## src/rtl/alu_pkg.sv

```systemverilog
// rtl/alu_pkg.sv - operation encodings and stage-1 control payload for the carry-select ALU
package alu_pkg;

    localparam logic [1:0] OP_AND = 2'b00;
    localparam logic [1:0] OP_OR  = 2'b01;
    localparam logic [1:0] OP_ADD = 2'b10;
    localparam logic [1:0] OP_SLT = 2'b11;

    // Width-independent part of the S1 payload; the per-segment candidates live beside it.
    typedef struct packed {
        logic [1:0] op;
        logic       ovf0;
        logic       ovf1;
    } s1_ctrl_t;

endpackage

```

## src/rtl/alu_seg.sv

```systemverilog
// rtl/alu_seg.sv - one carry-select segment: sum, logic result, carry out and MSB carry-in
module alu_seg
    import alu_pkg::*;
#(
    parameter int SEG_W = 16
) (
    input  logic [SEG_W-1:0] a,
    input  logic [SEG_W-1:0] b,
    input  logic             cin,
    input  logic [1:0]       Operation,
    output logic [SEG_W-1:0] sum,
    output logic [SEG_W-1:0] logic_res,
    output logic             cout,
    output logic             msb_cin
);

    always_comb begin
        {cout, sum} = {1'b0, a} + {1'b0, b} + {{SEG_W{1'b0}}, cin};
        // Carry into the MSB is recovered from the MSB sum bit.
        msb_cin     = a[SEG_W-1] ^ b[SEG_W-1] ^ sum[SEG_W-1];
        logic_res   = (Operation == OP_OR) ? (a | b) : (a & b);
    end

endmodule

```

## src/rtl/alu_csel_pipe.sv

```systemverilog
// rtl/alu_csel_pipe.sv - two-stage pipelined carry-select ALU with valid/ready on both sides
module alu_csel_pipe
    import alu_pkg::*;
#(
    parameter int WIDTH = 32,
    parameter int SEG_W = 16
) (
    input  logic             clock,
    input  logic             reset,
    input  logic             in_valid,
    output logic             in_ready,
    input  logic [WIDTH-1:0] operandA,
    input  logic [WIDTH-1:0] operandB,
    input  logic             Ainvert,
    input  logic             Binvert,
    input  logic             carry_in,
    input  logic [1:0]       Operation,
    output logic             out_valid,
    input  logic             out_ready,
    output logic [WIDTH-1:0] out,
    output logic             carry_out,
    output logic             overflow,
    output logic             zero
);

    localparam int NSEG = WIDTH / SEG_W;

    logic [WIDTH-1:0] a, b;
    logic [NSEG-1:0][SEG_W-1:0] sum0_w, sum1_w, lr0_w, lr1_w;
    logic [NSEG-1:0] cout0_w, cout1_w, mc0_w, mc1_w;
    logic unused_seg;

    assign a = operandA ^ {WIDTH{Ainvert}};
    assign b = operandB ^ {WIDTH{Binvert}};

    generate
        for (genvar k = 0; k < NSEG; k++) begin : g_seg
            if (k == 0) begin : g_lo
                alu_seg #(.SEG_W(SEG_W)) u_seg (
                    .a(a[SEG_W-1:0]), .b(b[SEG_W-1:0]), .cin(carry_in), .Operation(Operation),
                    .sum(sum0_w[0]), .logic_res(lr0_w[0]), .cout(cout0_w[0]), .msb_cin(mc0_w[0])
                );
                // Segment 0 knows its real carry, so both candidates are the same.
                assign sum1_w[0]  = sum0_w[0];
                assign lr1_w[0]   = lr0_w[0];
                assign cout1_w[0] = cout0_w[0];
                assign mc1_w[0]   = mc0_w[0];
            end else begin : g_hi
                alu_seg #(.SEG_W(SEG_W)) u_c0 (
                    .a(a[k*SEG_W +: SEG_W]), .b(b[k*SEG_W +: SEG_W]), .cin(1'b0), .Operation(Operation),
                    .sum(sum0_w[k]), .logic_res(lr0_w[k]), .cout(cout0_w[k]), .msb_cin(mc0_w[k])
                );
                alu_seg #(.SEG_W(SEG_W)) u_c1 (
                    .a(a[k*SEG_W +: SEG_W]), .b(b[k*SEG_W +: SEG_W]), .cin(1'b1), .Operation(Operation),
                    .sum(sum1_w[k]), .logic_res(lr1_w[k]), .cout(cout1_w[k]), .msb_cin(mc1_w[k])
                );
            end
        end
    endgenerate

    assign unused_seg = ^{lr1_w, mc0_w, mc1_w};

    s1_ctrl_t                   s1_ctrl;
    logic                       s1_valid;
    logic [NSEG-1:0][SEG_W-1:0] s1_sum0, s1_sum1;
    logic [NSEG-1:0]            s1_cout0, s1_cout1;
    logic [WIDTH-1:0]           s1_logic;

    logic s2_adv;
    assign s2_adv   = !out_valid || out_ready;
    assign in_ready = !s1_valid || s2_adv;

    logic [NSEG-1:0][SEG_W-1:0] sum_sel;
    logic                       sel, ovf_sel;
    logic [WIDTH-1:0]           res;
    logic                       res_c, res_v;

    always_comb begin
        sel     = 1'b0;
        ovf_sel = 1'b0;
        sum_sel = '0;
        for (int k = 0; k < NSEG; k++) begin
            sum_sel[k] = sel ? s1_sum1[k] : s1_sum0[k];
            if (k == NSEG - 1) begin
                ovf_sel = sel ? s1_ctrl.ovf1 : s1_ctrl.ovf0;
            end
            sel = sel ? s1_cout1[k] : s1_cout0[k];
        end

        res   = '0;
        res_c = 1'b0;
        res_v = 1'b0;
        case (s1_ctrl.op)
            OP_AND, OP_OR: res = s1_logic;
            OP_ADD: begin
                res   = sum_sel;
                res_c = sel;
                res_v = ovf_sel;
            end
            default: begin
                res[0] = sum_sel[NSEG-1][SEG_W-1] ^ ovf_sel;
                res_c  = sel;
                res_v  = ovf_sel;
            end
        endcase
    end

    always_ff @(posedge clock or posedge reset) begin
        if (reset) begin
            s1_valid  <= 1'b0;
            s1_ctrl   <= '0;
            s1_sum0   <= '0;
            s1_sum1   <= '0;
            s1_cout0  <= '0;
            s1_cout1  <= '0;
            s1_logic  <= '0;
            out_valid <= 1'b0;
            out       <= '0;
            carry_out <= 1'b0;
            overflow  <= 1'b0;
            zero      <= 1'b1;
        end else begin
            if (in_ready) begin
                s1_valid <= in_valid;
            end
            if (in_valid && in_ready) begin
                s1_ctrl.op   <= Operation;
                s1_ctrl.ovf0 <= mc0_w[NSEG-1] ^ cout0_w[NSEG-1];
                s1_ctrl.ovf1 <= mc1_w[NSEG-1] ^ cout1_w[NSEG-1];
                s1_sum0      <= sum0_w;
                s1_sum1      <= sum1_w;
                s1_cout0     <= cout0_w;
                s1_cout1     <= cout1_w;
                s1_logic     <= lr0_w;
            end
            if (s2_adv) begin
                out_valid <= s1_valid;
            end
            if (s1_valid && s2_adv) begin
                out       <= res;
                carry_out <= res_c;
                overflow  <= res_v;
                zero      <= (res == '0);
            end
        end
    end

endmodule

```

## config.mk

```make
export PLATFORM = sky130hd
export DESIGN_NAME = alu_csel_pipe
export DESIGN_NICKNAME = d
export VERILOG_FILES = /design/src/rtl/alu_pkg.sv /design/src/rtl/alu_seg.sv /design/src/rtl/alu_csel_pipe.sv
export SDC_FILE = /design/constraint.sdc
export NUM_CORES = 1
export LEC_CHECK = 0
export BUFFER_PORTS_ARGS = -buffer_cell sky130_fd_sc_hd__buf_2
export CAP_MARGIN = 20
export CORE_MARGIN = 3
export CORE_UTILIZATION = 45
export CTS_BUF_LIST = sky130_fd_sc_hd__clkbuf_4 sky130_fd_sc_hd__clkbuf_8 sky130_fd_sc_hd__clkbuf_16
export DETAILED_ROUTE_END_ITERATION = 12
export GPL_TIMING_DRIVEN = 0
export PLACE_DENSITY_LB_ADDON = 0.25
export SKIP_CTS_REPAIR_TIMING = 1
export SLEW_MARGIN = 25
export SYNTH_ARGS = -nofsm -noshare
export SYNTH_HDL_FRONTEND = slang
export SYNTH_SLANG_ARGS = --single-unit
```

## constraint.sdc

```tcl
create_clock -name clock -period 7.9 [get_ports clock]
set_clock_uncertainty 0.1 [all_clocks]
set_input_delay 0.79 -clock clock [delete_from_list [all_inputs] [get_ports clock]]
set_output_delay 0.79 -clock clock [all_outputs]
set_load 0.005 [all_outputs]
```

Word-level counts from Yosys, hierarchy flattened:

Cells that the tools add are included.

* flip-flop bits (word level): 125
* bits of input ports: 73
* output and inout port bits: 37
* logic and storage cells: 52

* add/sub/neg operators: 4
* eq/ne operators: 3
* multiplexer cells: 9
* bitwise gates (word level): 12
* reduce and logical (&&, ||, !) cells: 9

Operators with widths (number)
* $xor A32 B32 Y32: 2
* $pmux W31 S2: 1
* $mux W16: 3
* $add A16 B16 Y17: 2
* $and A16 B16 Y16: 2
* $logic_not A32 Y1: 1
* $or A16 B16 Y16: 2
* $add A17 B1 Y17: 1
* $add A17 B1 Y17 const B: 1
* $xor A1 B1 Y1: 6
* $eq A2 B1 Y1 const B: 2
* $mux W1: 4
* $eq A2 B2 Y1 const B: 1
* $logic_and A1 B1 Y1: 2
* $logic_not A1 Y1: 2
* $logic_not A2 Y1: 1
* $logic_or A1 B1 Y1: 2
* $pmux W1 S2: 1
* $reduce_or A2 Y1: 1

Logic depth before layout (Yosys ltp):

Gate-level depths: netlist of run 1.

* word-level depth: 5
* gate-level depth with buffers: 16
* mapped depth without buffers: 14

Modules after synthesis:

From an unflattened synthesis of run 1, not the netlist that was laid out.

* cell total of the unflattened synthesis: 1029
* area total of the unflattened synthesis: 9650.5 µm²

Modules (own cells, without submodules)
* alu_csel_pipe: instances 1, cells each 483, area each 5945.7 µm², seq. area each 3104.2 µm²
* alu_seg: instances 3, cells each 182, area each 1234.9 µm², seq. area each 0.0 µm²

Least setup slack after synthesis of run 1:

OpenSTA, ideal clock, no wires.

* kind: input port to flip-flop
* start: in Ainvert
* end: reg s1_ctrl[0] (netlist bit)
* setup time: 129 ps
* data arrival time: 4163 ps
* data required time: 7671 ps
* slack: 3508 ps
* stages on the path: 16
* buffers on the path: 2
* cell sequence: clkbuf_1 buf_1 xnor2_1 inv_1 ha_1 fa_1 a21oi_2 o211ai_2 a31oi_2 nor4_1 or4_1 nand3_2 and4bb_4 xnor2_1 xnor2_1 o21ai_1

* longest elaborated chain between the ends: 5
* elaborated cells between the ends (all ways): 6
* classes of those cells: add/sub (2); bitwise (4)

Ends and longest elaborated chain
* start, declared: line alu_csel_pipe.sv:14 `input logic Ainvert,`
* $xor A32 B32 Y32 *: line alu_csel_pipe.sv:33 `assign a = operandA ^ {WIDTH{Ainvert}};`
* $add A16 B16 Y17: line alu_seg.sv:18 `{cout, sum} = {1'b0, a} + {1'b0, b} + {{SEG_W{1'b0}}, cin};`
* $add A17 B1 Y17: line alu_seg.sv:18
* $xor A1 B1 Y1: line alu_seg.sv:20 `msb_cin = a[SEG_W-1] ^ b[SEG_W-1] ^ sum[SEG_W-1];`
* $xor A1 B1 Y1 *: line alu_csel_pipe.sv:129 `s1_ctrl.ovf1 <= mc1_w[NSEG-1] ^ cout1_w[NSEG-1];`
* end, declared: line alu_csel_pipe.sv:63 `s1_ctrl_t s1_ctrl;`

Every way passes the cells marked *; elsewhere a longest branch is shown, timed or not.
A chain may end at the register's enable or synchronous reset.

Worst setup path after layout of run 1:

Same ends and word-level chain as after synthesis.

==> flow_summary.toml, run 1 <==
[run_status]
status = "completed"

[placement]
pre_cts_slack_ns = 2.873
place_area_um2 = 9343
numPortBuffers = 107
globalplace.congestion = 0.9072
place_hpwl_um = 17370

[synth]
synthSimpleGateAreaFrac_pct = 15.98
synth_xor_area_share_pct = 11.41
synth_cell_type_count = 67
async_flop_share_pct = 100.0
synthAdderAreaFrac_pct = 10.29
synth_top_family_by_area = "compound AO/OA/AOI/OAI gates"
synth-compound-area-share_pct = 16.34
synth_nets = 1126
synth_mux_area_share_pct = 3.568
syn_area_per_cell_um2 = 8.615
synth_ff_type = "dfrtp_1"
netlist_instances = 985
synth.cell_area_um2 = 8486
synth-seq-cells = 124
yosysWarnings = 0
ys_seq_area_share_pct = 36.58
synth_edf_count = 0

[setup_path]
reg2reg_to = "zero"
path_cells = "clkbuf_1 -> buf_1 -> xnor2_1 -> inv_1 -> ha_1 -> fa_1 -> a21oi_2 -> o21bai_2 -> xor2_1 -> and3_1 -> nand4_1 -> nor3_2 -> and4bb_4 -> xnor2_1 -> xnor2_1 -> o21ai_1"
critPathLaunchType = "input port"
critPathMaxFanout = 10
cpMostUsedCell = "xnor2_1"
cp.arrival_ns = 4.83
reg2reg_from = "s1_cout0[0]"
critPathMaxStageDelay_ns = 0.68
reg2reg_setup_slack_ns = 4.89
reg2reg_depth = 8
startpoint = "Ainvert"
path_class = "input port to flop"
crit_end = "s1_ctrl[0]"
slowest_stage = "buf_1"
setup.worst_path.end_class = "flop"
crit_required_ns = 8.07

[route]
wl_met2_um = 9054
wl_um = 22190
drt_iter0_drc = 558
vias_per_cell = 5.264
vias = 7128
highest_layer = "met4"
avgRoutedWirePerCell_um = 16.39
detail-route-antenna-nets = 0
drc = 0
wl_met1_um = 11630
firstDrtPassIters = 5
met3_length_um = 1276

[clock_tree]
cts_buffers = 17
cts.path.max_buffers = 2
cts_tree = "yes"
path_clk_slew_ns = 0.06
clk_latency_ns = 0.41
cts-root-buf = "clkbuf_16"
cts.sinks = 124
htree_levels = 4

[grt]
grt_pass1_wl_um = 35250
grtUsageTotal_pct = 21.73
grt_overflow = 0
first_global_vias = 6704
grt_max_degree = 79
grt_antenna_before_repair = 0

[sta]
worst_pin_slew_ns = 0.9283
finalSetupViolations = 0
slew_viol_final = 0
final.period_utilization_pct = 58.92
worst_slack_ns = 3.246
hold_viol = 0
fin_setup_tns_ns = 0
post-route-min-period_ns = 4.654
max_freq_ghz = 0.2148
rsz0062_at_grt = "no"
slew_headroom_pct = 38.11

[cells_and_area]
final_area_um2 = 9997
most-common-layout-cells = "nand2_1, dfrtp_1, buf_2"
layout.nets = 1253
layout-drive-gt1-share_pct = 15.82
fillerInstances = 1738
final_common_cell = "nand2_1"
fin_util_pct = 54.72
area_growth_pct = 17.81
antenna_cells = 0

[die]
initial_utilization_pct = 46.45
ioPinCount = 110
fp-row-count = 49
die_area_um2 = 20540
coreArea_um2 = 18270
die_y_um = 143.3
die_w_um = 143.3

[power_and_ir_drop]
p_per_area_nw_per_um2 = 270.3
ir_worst_vdd_mv = 0.1495
leakagePower_nw = 4.933

[job]
cap_violations = 0

[hold_path]
min_path_type = "input port to asynchronous set/reset pin"
-- layout make-up --
cell class / instances / area, µm² / area share [%]
plain buffers: 52 / 205.2 / 2.053
clock buffers: 26 / 524.3 / 5.244
well taps: 229 / 286.5 / 2.866
multi-input cells: 732 / 4887 / 48.89
inverters: 77 / 296.5 / 2.966
flip-flops and latches: 124 / 3104 / 31.05
clock inverters: 6 / 130.1 / 1.302
repair buffers: 108 / 563.0 / 5.632
-- metrics by stage --
stage	total power, mW	hold WS [ns]	instances
after floorplan	1.554	0.3450	985
after global placement	1.823	0.3573	1321
after detailed placement	1.848	0.3622	1322
after CTS	2.697	0.2793	1354
after global routing	2.866	0.2931	1354
final	2.702	0.2738	1354
-- metal layers --
| metal | vias up | GRT usage (%) |
|---|---|---|
| li1 | 3562 | - |
| met3 | 17 | 3.927 |
| met2 | 216 | 30.66 |
| met1 | 3333 | 34.55 |
| met4 | 0 | 4.757 |
| met5 | - | 0 |
-- cell usage after synthesis, types with 3 or more instances --
cell type | n | area share [%]
mux2i_1 | 19 | 2.2
a22oi_1 | 14 | 1.2
o21a_1 | 3 | 0.27
and3_1 | 5 | 0.37
or3_1 | 5 | 0.37
nand4_1 | 8 | 0.59
xnor2_1 | 29 | 3.0
nor2_1 | 64 | 2.8
clkbuf_1 | 33 | 1.5
or4_1 | 3 | 0.27
buf_1 | 16 | 0.71
inv_1 | 77 | 3.4
o21ai_1 | 4 | 0.24
dfrtp_1 | 123 | 36
nor4_1 | 9 | 0.66
nand2b_1 | 6 | 0.44
nor2b_1 | 4 | 0.29
nand2_1 | 162 | 7.2
a21oi_1 | 59 | 3.5
a31oi_1 | 3 | 0.22
o21bai_1 | 4 | 0.35
nand3_1 | 10 | 0.59
ha_1 | 65 | 9.6
a21o_1 | 4 | 0.35
o2bb2ai_1 | 7 | 0.72
nor3_1 | 10 | 0.59
o21ai_0 | 98 | 5.8
o31ai_1 | 5 | 0.44
xnor2_2 | 3 | 0.58
xor2_1 | 76 | 7.8
mux2_2 | 10 | 1.3
fa_1 | 3 | 0.71
-- cell families after synthesis --
family,after synthesis
and+or+nand+nor,301
AOI/OAI and AO/OA,226
buffers and inverters,129
DFF,124
xor gates and xnor gates,108
adders and majority gates,68
muxes,29
-- power breakdown --
part / total (mW) / internal [mW] / switching, mW
clock network: 0.851 / 0.583 / 0.268
logic: 0.906 / 0.375 / 0.531
registers: 0.945 / 0.814 / 0.131
total: 2.70 / 1.77 / 0.929
-- critical path, delay by kind of cell --
family	cells	cell delay (ns)
AOI/OAI and AO/OA	3	0.39
and+or+nand+nor	4	1.16
adders and majority gates	2	0.71
xor gates and xnor gates	4	0.83
buffers and inverters	3	0.94
-- worst min-delay path by stage --
stage / from / to / slack (ns) / cells after the start
after floorplan: s1_sum0[0] / s1_sum0[0] / 0.35 / 2
after global placement: s1_sum0[19] / s1_sum0[19] / 0.36 / 2
after detailed placement: s1_sum0[25] / s1_sum0[25] / 0.36 / 2
after CTS: reset / out[28] / 0.28 / 2
after global routing: reset / out[25] / 0.29 / 2
final: reset / s1_logic[28] / 0.27 / 2
-- state kept, by name, summed over array words and instances, names as in the netlist --
name and flops:
s1_cout1 1, s1_logic 32, out_valid 1, s1_sum0 32
zero 1, out 32, carry_out 1, s1_cout0 2
s1_valid 1, overflow 1, s1_ctrl 4, s1_sum1 16
Power figures use the tool's default switching activity.
==> inputs of run 2 (changes only) <==
Clock period 7.9 ns to 3.9 ns, I/O delays scaled along.
==> run 2 against run 1 <==
First-iteration DRC count increased by 11%. Register-to-register slack worse by 3.9 ns. Clock-buffer cell count shrank 9. Via count up 0.91%. Sequential share of layout area about the same. Critical endpoint unchanged. Critical path depth is the same. Sequential power increased by 100%. Die area stayed put. Design area about the same. Non-clock buffer count grew 1. Hold slack worse by 0.18 ns.
==> flow_summary.toml, run 2 (synthesis gave the netlist of run 1 again) <==
[sta]
max_freq_ghz = 0.2708
hold_viol = 0
fin_setup_tns_ns = 0
slew_viol_final = 0
post-route-min-period_ns = 3.693
finalSetupViolations = 0
worst_pin_slew_ns = 0.7854
final.period_utilization_pct = 94.69
timing.hold.ws_ns = 0.09428
slew_headroom_pct = 47.64

[die]
die_area_um2 = 20540
initial_utilization_pct = 46.45
fp-row-count = 49
die_w_um = 143.3
ioPinCount = 110
coreArea_um2 = 18270
die_y_um = 143.3

[grt]
first_global_vias = 6793
grt_antenna_before_repair = 0
grt_max_degree = 76
grt_overflow = 0
grtUsageTotal_pct = 22.31
grt_pass1_wl_um = 36000

[placement]
numPortBuffers = 107
place_hpwl_um = 17570
globalplace.congestion = 0.8825

[power_and_ir_drop]
p_per_area_nw_per_um2 = 534.7
leakagePower_nw = 4.921
p_total_mw = 5.344
ir_worst_vdd_mv = 0.3154

[setup_path]
reg2reg_to = "zero"
slowest_stage = "fa_1"
setup.worst_path.end_class = "flop"
critPathMaxFanout = 10
reg2reg_depth = 8
path_cells = "clkbuf_1 -> buf_6 -> xnor2_1 -> inv_1 -> ha_1 -> fa_1 -> a21oi_2 -> o21ai_1 -> a21oi_1 -> xnor2_2 -> nand4_1 -> nor3_2 -> and4bb_4 -> xnor2_1 -> xnor2_1 -> o21ai_1"
crit_required_ns = 4.08
reg2reg_from = "s1_cout0[0]"
startpoint = "Ainvert"
cp.arrival_ns = 3.87
reg2reg_setup_slack_ns = 0.96
critPathMaxStageDelay_ns = 0.45
path_class = "input port to flop"
critPathLaunchType = "input port"
cpMostUsedCell = "xnor2_1"

[clock_tree]
cts-root-buf = "clkbuf_16"
path_clk_slew_ns = 0.05
cts.path.max_buffers = 2
htree_levels = 4
clk_latency_ns = 0.41
cts_tree = "yes"
cts_buffers = 17
cts.sinks = 124

[hold_path]
min_path_type = "input port to flop"
hp-start = "in_valid"
worstHoldEndpoint = "s1_valid"
hold_depth = 2

[route]
wl_um = 22400
avgRoutedWirePerCell_um = 16.53
detail-route-antenna-nets = 0
drc = 0
firstDrtPassIters = 5
drt_iter0_drc = 617
vias_per_cell = 5.308
vias = 7193

[cells_and_area]
layout.nets = 1254
fin_util_pct = 54.70
layout-drive-gt1-share_pct = 16.70
most-common-layout-cells = "nand2_1, dfrtp_1, buf_2"
area_growth_pct = 17.78
reg_top3 = "out: 32 flops, s1_logic: 32 flops, s1_sum0: 32 flops"
final_common_cell = "nand2_1"
antenna_cells = 0

[job]
cap_violations = 0

[run_status]
status = "completed"
==> run 2: cell count changes in the layout (fill, tap and decap cells not counted), moves of 2 or more <==
cell / change
buf_1: -6
clkbuf_4: -3
clkbuf_8: -5
clkbuf_2: +4
clkinvlp_4: +4
clkinv_2: +2
clkinv_4: +4
==> run 2: power breakdown <==
part           internal, mW  switching, mW  total (mW)
clock network          1.00          0.584        1.59
logic                 0.768           1.08        1.85
registers              1.65          0.257        1.91
==> run 2: through the flow <==
| stage | area, µm² | cells | worst slack, ns |
|---|---|---|---|
| after floorplan | 8487 | 985 | 0.0007372 |
| after global routing | 9995 | 1355 | -0.01204 |
| final | 9995 | 1355 | 0.2072 |
| after detailed placement | 9344 | 1322 | -0.7202 |
| after CTS | 9945 | 1354 | -0.2948 |
| after global placement | 9309 | 1321 | -1.240 |
==> run 2: layout make-up <==
| class | instances | area (µm²) |
|---|---|---|
| tap | 229 | 286.5 |
| buffer | 52 | 221.5 |
| clock buffer | 17 | 425.4 |
| clock inverter | 15 | 175.2 |
| multi-input combinational | 732 | 4912 |
| timing repair buffer | 109 | 573.1 |
| sequential | 124 | 3104 |
| inverter | 77 | 296.5 |
| fill | 1740 | 8275 |
==> run 2: worst max-delay path by stage <==
stage | depth (start not counted) | endpoint | slack [ns]
after floorplan | 15 | s1_ctrl[0] | 0.0007
after global placement | 2 | s1_logic[6] | -1.24
after detailed placement | 15 | s1_cout0[0] | -0.72
after CTS | 15 | s1_cout0[0] | -0.29
after global routing | 16 | s1_ctrl[0] | -0.01
final | 16 | s1_ctrl[0] | 0.21
==> run 2: routing by layer <==
layer / GRT usage (%) / part of all wire [%] / routed length [µm]
met2: 32.47 / 42 / 9505
met1: 35.05 / 49 / 11080
met5: 0 / 0 / 0
met3: 2.962 / 7.0 / 1568
met4: 5.600 / 1.1 / 245
==> run 2: critical path, delay by kind of cell <==
| family | cells | cell delay (ns) |
|---|---|---|
| adder cells (fa/ha/maj) | 2 | 0.72 |
| AND/OR/NAND/NOR | 3 | 0.94 |
| XOR/XNOR | 4 | 0.65 |
| buffers and inverters | 3 | 0.52 |
| AO/OA/AOI/OAI | 4 | 0.64 |
